[src/rtl/apb_master_arbiter_if.sv]
// Requester and APB bus signals of the two-requester APB master arbiter.
// The master modport is the arbiter's view; slave is the requester/APB-slave view.
interface apb_master_arbiter_if;
  logic        req0_valid;
  logic        req1_valid;
  logic [1:0]  req0_slv;
  logic [1:0]  req1_slv;
  logic        req0_write;
  logic        req1_write;
  logic [31:0] req0_addr;
  logic [31:0] req1_addr;
  logic [31:0] req0_wdata;
  logic [31:0] req1_wdata;
  logic        req0_done;
  logic        req1_done;
  logic        req0_err;
  logic        req1_err;
  logic [1:0]  psel;
  logic        penable;
  logic        pwrite;
  logic [31:0] paddr;
  logic [31:0] pwdata;
  logic        pready;
  logic        busy;

  modport master (
    input  req0_valid, req1_valid, req0_slv, req1_slv, req0_write, req1_write,
           req0_addr, req1_addr, req0_wdata, req1_wdata, pready,
    output req0_done, req1_done, req0_err, req1_err,
           psel, penable, pwrite, paddr, pwdata, busy
  );

  modport slave (
    output req0_valid, req1_valid, req0_slv, req1_slv, req0_write, req1_write,
           req0_addr, req1_addr, req0_wdata, req1_wdata, pready,
    input  req0_done, req1_done, req0_err, req1_err,
           psel, penable, pwrite, paddr, pwdata, busy
  );
endinterface

[src/rtl/apb_master_arbiter.sv]
// Round-robin arbiter driving one APB master port for two requesters; SETUP one edge after grant.
// Requesters hold valid until done/err; an ACCESS with no pready aborts after TIMEOUT cycles.
module apb_master_arbiter #(
  parameter int unsigned TIMEOUT = 255
) (
  input logic                  clk,
  input logic                  rst,
  apb_master_arbiter_if.master bus
);
  typedef enum logic [2:0] {IDLE, SETUP, ACCESS, DONE, ERR} state_t;

  localparam logic [15:0] TO_LIMIT = 16'(TIMEOUT);

  state_t      state;
  state_t      state_nxt;
  logic        last_grant;
  logic        grant_q;
  logic        any_vld;
  logic        pick;
  logic [1:0]  pick_slv;
  logic [1:0]  slv_q;
  logic        write_q;
  logic [31:0] addr_q;
  logic [31:0] wdata_q;
  logic [15:0] cnt;

  // The requester not granted last wins a tie; a lone requester always wins.
  always_comb begin
    any_vld = bus.req0_valid | bus.req1_valid;
    if (bus.req0_valid && bus.req1_valid) pick = ~last_grant;
    else                                  pick = bus.req1_valid;
    pick_slv = pick ? bus.req1_slv : bus.req0_slv;
  end

  always_comb begin
    state_nxt     = state;
    bus.psel      = 2'd0;
    bus.penable   = 1'b0;
    bus.pwrite    = 1'b0;
    bus.paddr     = 32'd0;
    bus.pwdata    = 32'd0;
    bus.req0_done = 1'b0;
    bus.req1_done = 1'b0;
    bus.req0_err  = 1'b0;
    bus.req1_err  = 1'b0;
    bus.busy      = (state != IDLE);
    case (state)
      IDLE: begin
        if (any_vld) state_nxt = (pick_slv == 2'd0) ? ERR : SETUP;
      end
      SETUP: begin
        bus.psel   = slv_q;
        bus.pwrite = write_q;
        bus.paddr  = addr_q;
        bus.pwdata = wdata_q;
        state_nxt  = ACCESS;
      end
      ACCESS: begin
        bus.psel    = slv_q;
        bus.penable = 1'b1;
        bus.pwrite  = write_q;
        bus.paddr   = addr_q;
        bus.pwdata  = wdata_q;
        if (bus.pready)                      state_nxt = DONE;
        else if (cnt >= TO_LIMIT - 16'd1)    state_nxt = ERR;
      end
      DONE: begin
        bus.req0_done = ~grant_q;
        bus.req1_done = grant_q;
        state_nxt     = IDLE;
      end
      ERR: begin
        bus.req0_err = ~grant_q;
        bus.req1_err = grant_q;
        state_nxt    = IDLE;
      end
      default: state_nxt = IDLE;
    endcase
  end

  always_ff @(posedge clk or posedge rst) begin
    if (rst) begin
      state      <= IDLE;
      last_grant <= 1'b1;
      grant_q    <= 1'b0;
      slv_q      <= 2'd0;
      write_q    <= 1'b0;
      addr_q     <= 32'd0;
      wdata_q    <= 32'd0;
      cnt        <= 16'd0;
    end else begin
      state <= state_nxt;
      // Request fields are captured only at grant; later changes are ignored.
      if (state == IDLE && any_vld) begin
        last_grant <= pick;
        grant_q    <= pick;
        slv_q      <= pick_slv;
        write_q    <= pick ? bus.req1_write : bus.req0_write;
        addr_q     <= pick ? bus.req1_addr  : bus.req0_addr;
        wdata_q    <= pick ? bus.req1_wdata : bus.req0_wdata;
      end
      if (state == IDLE && state_nxt == SETUP)    cnt <= 16'd0;
      else if (state == ACCESS && cnt != TO_LIMIT) cnt <= cnt + 16'd1;
    end
  end
endmodule

[src/flat_wrapper.sv]
// flat-port wrapper written by rule: the top's interface ports become plain ports
module apb_master_arbiter_flat 
#(
  parameter int unsigned TIMEOUT = 255
)
  (clk, rst, bus_req0_valid, bus_req1_valid, bus_req0_slv, bus_req1_slv, bus_req0_write, bus_req1_write, bus_req0_addr, bus_req1_addr, bus_req0_wdata, bus_req1_wdata, bus_pready, bus_req0_done, bus_req1_done, bus_req0_err, bus_req1_err, bus_psel, bus_penable, bus_pwrite, bus_paddr, bus_pwdata, bus_busy);
  apb_master_arbiter_if bus_i ();
  input logic clk;
  input logic rst;
  input wire logic [$bits(bus_i.req0_valid)-1:0] bus_req0_valid;
  input wire logic [$bits(bus_i.req1_valid)-1:0] bus_req1_valid;
  input wire logic [$bits(bus_i.req0_slv)-1:0] bus_req0_slv;
  input wire logic [$bits(bus_i.req1_slv)-1:0] bus_req1_slv;
  input wire logic [$bits(bus_i.req0_write)-1:0] bus_req0_write;
  input wire logic [$bits(bus_i.req1_write)-1:0] bus_req1_write;
  input wire logic [$bits(bus_i.req0_addr)-1:0] bus_req0_addr;
  input wire logic [$bits(bus_i.req1_addr)-1:0] bus_req1_addr;
  input wire logic [$bits(bus_i.req0_wdata)-1:0] bus_req0_wdata;
  input wire logic [$bits(bus_i.req1_wdata)-1:0] bus_req1_wdata;
  input wire logic [$bits(bus_i.pready)-1:0] bus_pready;
  output wire logic [$bits(bus_i.req0_done)-1:0] bus_req0_done;
  output wire logic [$bits(bus_i.req1_done)-1:0] bus_req1_done;
  output wire logic [$bits(bus_i.req0_err)-1:0] bus_req0_err;
  output wire logic [$bits(bus_i.req1_err)-1:0] bus_req1_err;
  output wire logic [$bits(bus_i.psel)-1:0] bus_psel;
  output wire logic [$bits(bus_i.penable)-1:0] bus_penable;
  output wire logic [$bits(bus_i.pwrite)-1:0] bus_pwrite;
  output wire logic [$bits(bus_i.paddr)-1:0] bus_paddr;
  output wire logic [$bits(bus_i.pwdata)-1:0] bus_pwdata;
  output wire logic [$bits(bus_i.busy)-1:0] bus_busy;
  assign bus_i.req0_valid = bus_req0_valid;
  assign bus_i.req1_valid = bus_req1_valid;
  assign bus_i.req0_slv = bus_req0_slv;
  assign bus_i.req1_slv = bus_req1_slv;
  assign bus_i.req0_write = bus_req0_write;
  assign bus_i.req1_write = bus_req1_write;
  assign bus_i.req0_addr = bus_req0_addr;
  assign bus_i.req1_addr = bus_req1_addr;
  assign bus_i.req0_wdata = bus_req0_wdata;
  assign bus_i.req1_wdata = bus_req1_wdata;
  assign bus_i.pready = bus_pready;
  assign bus_req0_done = bus_i.req0_done;
  assign bus_req1_done = bus_i.req1_done;
  assign bus_req0_err = bus_i.req0_err;
  assign bus_req1_err = bus_i.req1_err;
  assign bus_psel = bus_i.psel;
  assign bus_penable = bus_i.penable;
  assign bus_pwrite = bus_i.pwrite;
  assign bus_paddr = bus_i.paddr;
  assign bus_pwdata = bus_i.pwdata;
  assign bus_busy = bus_i.busy;
  apb_master_arbiter #(.TIMEOUT(TIMEOUT)) u_core (.clk(clk), .rst(rst), .bus(bus_i));
endmodule
[config.mk]
export PLATFORM = sky130hd
export DESIGN_NAME = apb_master_arbiter_flat
export DESIGN_NICKNAME = d
export VERILOG_FILES = /design/src/rtl/apb_master_arbiter_if.sv /design/src/rtl/apb_master_arbiter.sv /design/src/flat_wrapper.sv
export SDC_FILE = /design/constraint.sdc
export NUM_CORES = 1
export LEC_CHECK = 0
export ABC_AREA = 1
export BUFFER_PORTS_ARGS = -buffer_cell sky130_fd_sc_hd__buf_2
export CORE_MARGIN = 2
export CORE_UTILIZATION = 48
export CTS_CLUSTER_SIZE = 8
export DETAILED_ROUTE_END_ITERATION = 8
export PLACE_DENSITY = 0.91
export RECOVER_POWER = 50
export SYNTH_ARGS = -nofsm -noshare
export SYNTH_HDL_FRONTEND = slang
export SYNTH_SLANG_ARGS = --single-unit
[constraint.sdc]
create_clock -name clk -period 2.7 [get_ports clk]
set_input_delay 0 -clock clk [delete_from_list [all_inputs] [get_ports clk]]
set_output_delay 0 -clock clk [all_outputs]
set_load 0.02 [all_outputs]
== Yosys cells after proc, flatten, opt, wreduce, memory -nomap -nowiden ==
Index checks and enable logic that the tools add are counted.

* Bits in registers: 88
* Word-level logic and storage cells: 49

* Add/subtract/negate cells: 1
* Magnitude comparators: 1
* Equality and inequality tests: 6
* Muxes and demuxes: 21
* Bitwise gates (word level): 3
* Reduce and logical (&&, ||, !) cells: 9

{| class="wikitable"
|+ Operator list
! cell !! count
|-
| two-way mux 32 bit || 4
|-
| two-way mux 16 bit || 2
|-
| adder 16 x 1 -> 16 bit (second input constant) || 1
|-
| >= comparator 16 x 8 -> 1 bit (second input constant) || 1
|-
| != test 16 x 8 -> 1 bit (second input constant) || 1
|-
| two-way mux 3 bit || 4
|-
| case mux 3 bit (3 select lines) || 1
|-
| two-way mux 1 bit || 8
|-
| == test 3 x 1 -> 1 bit (second input constant) || 2
|-
| == test 3 x 2 -> 1 bit (second input constant) || 2
|-
| logical AND 1 bit || 4
|-
| two-way mux 2 bit || 2
|-
| == test 3 bit (second input constant) || 1
|-
| zero test 3 bit || 1
|-
| nonzero test 3 bit || 1
|-
| zero test 2 bit || 1
|-
| inverter 1 bit || 2
|-
| nonzero test 2 bit || 1
|-
| OR reduction 2 bit || 1
|-
| OR 1 bit || 1
|}

== Depth between registers and ports, before layout ==
Gate-level depths: netlist of the first run.

* Depth after elaboration: 10
* Depth in mapped cells: 11
* Mapped depth without buffers: 10

== Worst setup path before layout of the first run ==
No wires, ideal clock.

* Kind: reg2out
* Start: register u_core.state[2]
* End: output port bus_pwdata[11]
* Arrival: 1.670 ns
* Required time: 2.700 ns
* Path slack: 1.030 ns
* Cell stages (with the launch flop): 8
* Buffers on the path: 2
* Path through: dfrtp_1 -> nor3_2 -> inv_1 -> nand2_1 -> inv_2 -> buf_2 -> buf_6 -> nor2_1

* Longest elaborated chain between the ends: 3
* Elaborated cells on any way between the ends: 4

{| class="wikitable"
|+ Ends and longest elaborated chain
! item !! RTL line !! text
|-
| start, declared || apb_master_arbiter.sv:14 || <nowiki>state_t state;</nowiki>
|-
| start signal, assigned || apb_master_arbiter.sv:92 || <nowiki>state <= state_nxt;</nowiki>
|-
| == test 3 x 1 -> 1 bit / == test 3 x 2 -> 1 bit (equally long branches) || apb_master_arbiter.sv:47 || <nowiki>case (state)</nowiki>
|-
| OR reduction 2 bit (no source line) * || -- ||
|-
| two-way mux 32 bit * || apb_master_arbiter.sv:47 ||
|-
| end, declared || flat_wrapper.sv:29 || <nowiki>output wire logic [$bits(bus_i.pwdata)-1:0] bus_pwdata;</nowiki>
|}

Mark *: on every way between the ends. The rest lies on a longest branch, timed or not.

== Final worst setup path of the first run ==
* Start: register u_core.last_grant
* End: register u_core.wdata_q[10]

* Longest elaborated chain between the ends: 3

{| class="wikitable"
|+ Ends and longest elaborated chain
! item !! RTL line !! text
|-
| start, declared || apb_master_arbiter.sv:16 || <nowiki>logic last_grant;</nowiki>
|-
| start signal, assigned || apb_master_arbiter.sv:95 || <nowiki>last_grant <= pick;</nowiki>
|-
| inverter 1 bit || apb_master_arbiter.sv:30 || <nowiki>if (bus.req0_valid && bus.req1_valid) pick = ~last_grant;</nowiki>
|-
| two-way mux 1 bit || apb_master_arbiter.sv:30 ||
|-
| two-way mux 32 bit || apb_master_arbiter.sv:100 || <nowiki>wdata_q <= pick ? bus.req1_wdata : bus.req0_wdata;</nowiki>
|-
| end signal, assigned || apb_master_arbiter.sv:100 ||
|-
| end, declared || apb_master_arbiter.sv:24 || <nowiki>logic [31:0] wdata_q;</nowiki>
|}

No other way between the ends.
A chain may end at the register's enable or synchronous reset.

==> results of run 1 <==
[through the flow]
stage,hold slack [ps],setup slack [ps],total power [mW],cell area [sq um]
after global routing,57.5,57.2,8.45,7340
after floorplan,175,423,4.75,4740
after CTS,0.773,157,7.59,7340
after global placement,96.7,756,5.63,5830
after detailed placement,99.1,703,5.70,5830
final,8.08,194,7.99,7340
[worst max-delay path, delay by kind of cell (launching register included)]
family          cells  cell delay, ps
flops               1             560
simple gates        2             370
buf+inv             3             980
compound gates      2             450
[state kept, by name, summed over array words and instances (netlist names)]
register / count
u_core.last_grant: 1
u_core.wdata_q: 32
u_core.grant_q: 1
u_core.slv_q: 2
u_core.cnt: 16
u_core.write_q: 1
u_core.addr_q: 32
u_core.state: 3
[cell families after synthesis]
kind of cell             share of synthesized area
AO/OA/AOI/OAI                                0.172
buffers and inverters                        0.115
AND/OR/NAND/NOR                              0.233
XOR/XNOR                                   0.00924
flip-flops                                   0.465
adder cells (fa/ha/maj)                    0.00528
[per-layer routing]
metal,share of wire,global-route usage,up-vias
met1,0.36,0.393,2733
met4,0.052,0.201,0
li1,-,-,2707
met5,0,0,-
met3,0.087,0.0901,94
met2,0.50,0.572,399
[repair_timing]
action                                  4_1_cts  5_1_grt
gates resized for setup                       0        7
endpoints found under the hold margin       102        0
buffers inserted                              0        0
hold buffers                                132        0
endpoints found under the setup margin        0       19
[power groups by stage]
stage / sequential, mW / clock [mW] / combinational [mW]
2_1_floorplan: 2.06 / 0 / 2.69
3_3_place_gp: 2.09 / 0 / 3.53
3_5_place_dp: 2.11 / 0 / 3.59
4_1_cts: 2.09 / 0.903 / 4.60
5_1_grt: 2.18 / 0.973 / 5.29
6_report: 2.14 / 0.918 / 4.93
[cell type report]
| class | count | area share |
|---|---|---|
| clock buffer | 10 | 0.0174 |
| clock inverter | 5 | 0.00801 |
| timing repair buffer | 348 | 0.330 |
| inverter | 95 | 0.0496 |
| multi-input combinational | 420 | 0.272 |
| sequential | 88 | 0.300 |
| tap | 133 | 0.0227 |
[synth_stat cells]
cell / count / area share
dfrtp_1: 87 / 0.46
nor2_4: 1 / 0.0024
a31oi_1: 1 / 0.0013
buf_2: 12 / 0.013
buf_1: 2 / 0.0016
dfstp_2: 1 / 0.0055
nand2_1: 73 / 0.058
nor4_1: 2 / 0.0026
a21o_1: 1 / 0.0016
o21ai_0: 60 / 0.063
nand3_1: 15 / 0.016
buf_4: 2 / 0.0032
nand3b_1: 1 / 0.0016
o22ai_1: 66 / 0.087
o21ai_1: 12 / 0.013
inv_2: 8 / 0.0063
nand4_1: 12 / 0.016
clkinv_2: 1 / 0.0011
nor2_2: 1 / 0.0013
nor3_2: 1 / 0.0021
nand3_2: 2 / 0.0042
nand2_2: 3 / 0.0040
clkbuf_1: 19 / 0.015
inv_1: 86 / 0.068
buf_6: 3 / 0.0071
nor2_1: 157 / 0.12
ha_1: 2 / 0.0053
xor2_1: 5 / 0.0092
o21bai_1: 4 / 0.0063
or2_2: 1 / 0.0013
[final timing paths]
| path | end | from | slack [ps] |
|---|---|---|---|
| worst max register to register | u_core.wdata_q[10] | u_core.last_grant | 190 |
| worst min-delay path | u_core.slv_q[1] | bus_req0_slv[1] | 8 |
| worst min register to register | u_core.slv_q[1] | u_core.slv_q[1] | 510 |
| min in group asynchronous | u_core.cnt[13] | rst | 560 |
| max in group asynchronous | u_core.write_q | rst | 840 |
| worst max-delay path | u_core.wdata_q[10] | u_core.last_grant | 190 |
==> flow_summary.toml, run 1 <==
[outcome]
status = "finished with violations"
violations = "max-capacitance violations, max-slew violations"

[final_layout]
fill_cells = 611
area_growth_pct = 54.8
diodes = 0
utilization = 0.758
final_cell_mix = "206 x buf_2, 157 x nor2_1, 132 x dlygate4sd3_1"
drive_above_1_share = 0.251
multi_input_area_sq_mm = 0.00200
seqCellArea_sq_mm = 0.00220
fin_nets = 1103
instances_no_fill = 1099
final_common_cell = "buf_2"

[worst_hold_path]
hold_depth = 5
hp-class = "in2reg"

[logic_synthesis]
seq_area_frac_synth = 0.465
yosysWarnings = 0
ys_ff_latch = 88
syn-num-nets = 782
syn_area_sq_mm = 0.00474
syn_inst = 641
syn_area_per_cell_sq_um = 7.40
netlist-cell-type-count = 30

[timing]
worst_pin_slew_ps = 1570
rsz0062_at_grt = "false"
min_period_ps = 2510
maxSlewHeadroom = -0.0542
maxClockFrequency_ghz = 0.399
setup_tns_ps = 0
fin_crit_sh = 0.928
setup_viol = 0
finalClockSkew_ps = 13.0
hold_violations = 0
slew_viol_final = 38

[cts]
cts_tree = "yes"
cts_sinks = 88
htree_levels = 3
insertion_delay_ps = 370
clk_pin_slew_ps = 90
cts_buffers = 9
clock_path_buffers = 2
root_buffer = "clkbuf_8"

[power]
p_int_mw = 4.33
combPwrFrac = 0.617
pwr-share-seq = 0.268
power.density_mw_per_mm2 = 1090
power_switching_mw = 3.66
pwr-share-clk = 0.115
ir_worst_vdd_mv = 0.670
p_leak_nw = 3.86
switching_share = 0.458

[placed_design]
portBuffers = 211
dp.cells = 952
gp_congestion = 0.893
post-dp-hpwl_um = 8860

[global_routing]
grt_pass1_wl_um = 27600
grt_start_max_net_pins = 134
antenna_found_initial = 1
grt_usage = 0.341
grt.overflow.total = 0
first_global_vias = 5753

[die]
start_util = 0.490
ios = 212
die_y_um = 103
die_area_sq_mm = 0.0107
die_x_um = 103
coreArea_sq_mm = 0.00968
placementRows = 36

[route]
num_vias = 5933
drt_drc_violations_left = 0
drt_wl_total_um = 18300
routed_via_density = 5.40
post_drt_wl_per_cell_um = 16.6
dr.pass1.iters = 5
first_iter_violations = 433
ant_nets = 0

[setup_path]
critical_path.slowest_cell = "dlygate4sd3_1"
worstPathArrival_ps = 2750
worst_ep_required_time_ps = 2940
cp-start-kind = "flip-flop"
ff2ff_path_depth = 7
crit_chain = "nand2_1 -> nand2_4 -> inv_6 -> buf_6 -> o21ai_0 -> o22ai_2 -> dlygate4sd3_1"
max_stage_delay_ps = 620
worstSetupPathType = "reg2reg"
end_kind = "flip-flop"
path_max_fanout = 43

[job]
maxCapViolCount = 1
Power figures use the tool's default switching activity.
==> inputs of run 2 (changes only) <==
Settings changed: BUFFER_PORTS_ARGS -buffer_cell sky130_fd_sc_hd__buf_2 to -buffer_cell sky130_fd_sc_hd__buf_4.
==> run 2 against run 1 <==
The flow still finishes with violations (max-capacitance violations, max-slew violations). Sequential power is essentially flat. Utilization grew 4.9 points. Highest routed layer unchanged. Sequential share of layout area shrank 1.8 points.
==> flow_summary.toml, run 2 (synthesis gave the netlist of run 1 again) <==
[outcome]
status = "finished with violations"
violations = "max-capacitance violations, max-slew violations"

[global_routing]
grt.overflow.total = 0
use_met2 = 0.637
grtUsageMet1 = 0.422
grt_busiest_layer = "met2"
gr-usage-met3 = 0.0981
first_global_vias = 6238
grt_pass1_wl_um = 30400
grt_usage = 0.375
grt_start_max_net_pins = 134
antenna_found_initial = 0

[timing]
min_period_ps = 2420
setup_tns_ps = 0
fin_hold_ws_ps = 35.6
finalClockSkew_ps = 20.1
worst_pin_slew_ps = 1640
setup_slack_ps = 281
fin_crit_sh = 0.896
maxClockFrequency_ghz = 0.413
setup_viol = 0
hold_violations = 0
slew_viol_final = 38
rsz0062_at_grt = "false"
maxSlewHeadroom = -0.0960

[route]
drt_wl_total_um = 19600
drt_drc_violations_left = 0
num_vias = 6059
post_drt_wl_per_cell_um = 17.8
dr.pass1.iters = 5
first_iter_violations = 371
routed_via_density = 5.50
ant_nets = 0

[cts]
insertion_delay_ps = 390
clk_pin_slew_ps = 90
root_buffer = "clkbuf_8"
hold_buffers = 132
cts_sinks = 88
clock_path_buffers = 2
cts_tree = "yes"
cts_buffers = 9
ctsResizeCount = 0
cts_setup_buffers = 0
htree_levels = 3

[die]
coreArea_sq_mm = 0.00968
die_area_sq_mm = 0.0107
ios = 212
start_util = 0.490
placementRows = 36
die_y_um = 103
die_x_um = 103

[power]
ir_worst_vdd_mv = 0.690
power.density_mw_per_mm2 = 1080
p_leak_nw = 3.98

[setup_path]
path_max_fanout = 44
worst_ep_required_time_ps = 2700
end_kind = "output pin"
cp-start-kind = "flip-flop"
worstPathArrival_ps = 2420
worstSetupPathType = "reg2out"

[final_layout]
diodes = 0
instances_no_fill = 1101
drive_above_1_share = 0.245
fin_nets = 1104
largestRegisters = "u_core.addr_q (32), u_core.wdata_q (32), u_core.cnt (16)"
final_common_cell = "buf_4"
area_growth_pct = 64.8
final_cell_mix = "202 x buf_4, 157 x nor2_1, 132 x dlygate4sd3_1"
utilization = 0.807

[worst_hold_path]
hp-class = "in2reg"

[placed_design]
post-dp-hpwl_um = 9810
post-place-ws_ps = 783
portBuffers = 211
dp.cells = 953
gp_congestion = 0.893

[job]
maxCapViolCount = 1
run 2: changes by cell type in the layout (fill, tap and decap cells not counted), moves of 2 or more:
cell and delta:
clkinvlp_4 -2, buf_4 +202, buf_6 -2, inv_6 +3
buf_2 -206, clkbuf_1 +5
run 2: final timing paths:
kind / to / start / depth (start not counted) / slack, ps
setup / recovery: bus_pwdata[1] / u_core.state[1] / 8 / 280
hold / removal: u_core.slv_q[0] / bus_req1_valid / 4 / 40
setup reg to reg: u_core.wdata_q[25] / u_core.state[0] / 7 / 280
hold reg to reg: u_core.last_grant / u_core.last_grant / 2 / 470
max in group asynchronous: u_core.addr_q[8] / rst / 4 / 670
min in group asynchronous: u_core.addr_q[28] / rst / 3 / 620
run 2: critical path, stage by stage, from the launching register on:
cell,delay [ps]
dfrtp_1,390
inv_2,100
nor3_2,70
inv_1,70
nand2_1,60
inv_2,630
buf_4,420
nor2_1,110
buf_4,170
run 2: where the power goes:
part | total (mW) | switching [mW] | internal [mW]
clock network | 0.893 | 0.539 | 0.354
registers | 2.17 | 0.275 | 1.90
logic | 5.34 | 3.03 | 2.30
total | 8.40 | 3.85 | 4.55
run 2: metal layers:
layer	routed length (um)	vias up
met5	0	-
met3	1680	107
met1	6920	2859
met4	1130	0
li1	-	2709
met2	9880	384
run 2: metrics by stage:
| step | area (sq um) | power [mW] |
|---|---|---|
| finish | 7810 | 8.40 |
| global route | 7810 | 8.84 |
| CTS | 7870 | 8.04 |
| detailed placement | 6360 | 6.13 |
| global placement | 6360 | 6.03 |
| floorplan | 4740 | 4.75 |
run 2: layout make-up:
class                      instances  area [sq um]
timing repair buffer             349          2920
sequential                        88          2200
multi-input combinational        420          1980
fill                             537          1870
inverter                          95           358
tap                              133           166
clock buffer                       9           124
clock inverter                     7          60.1
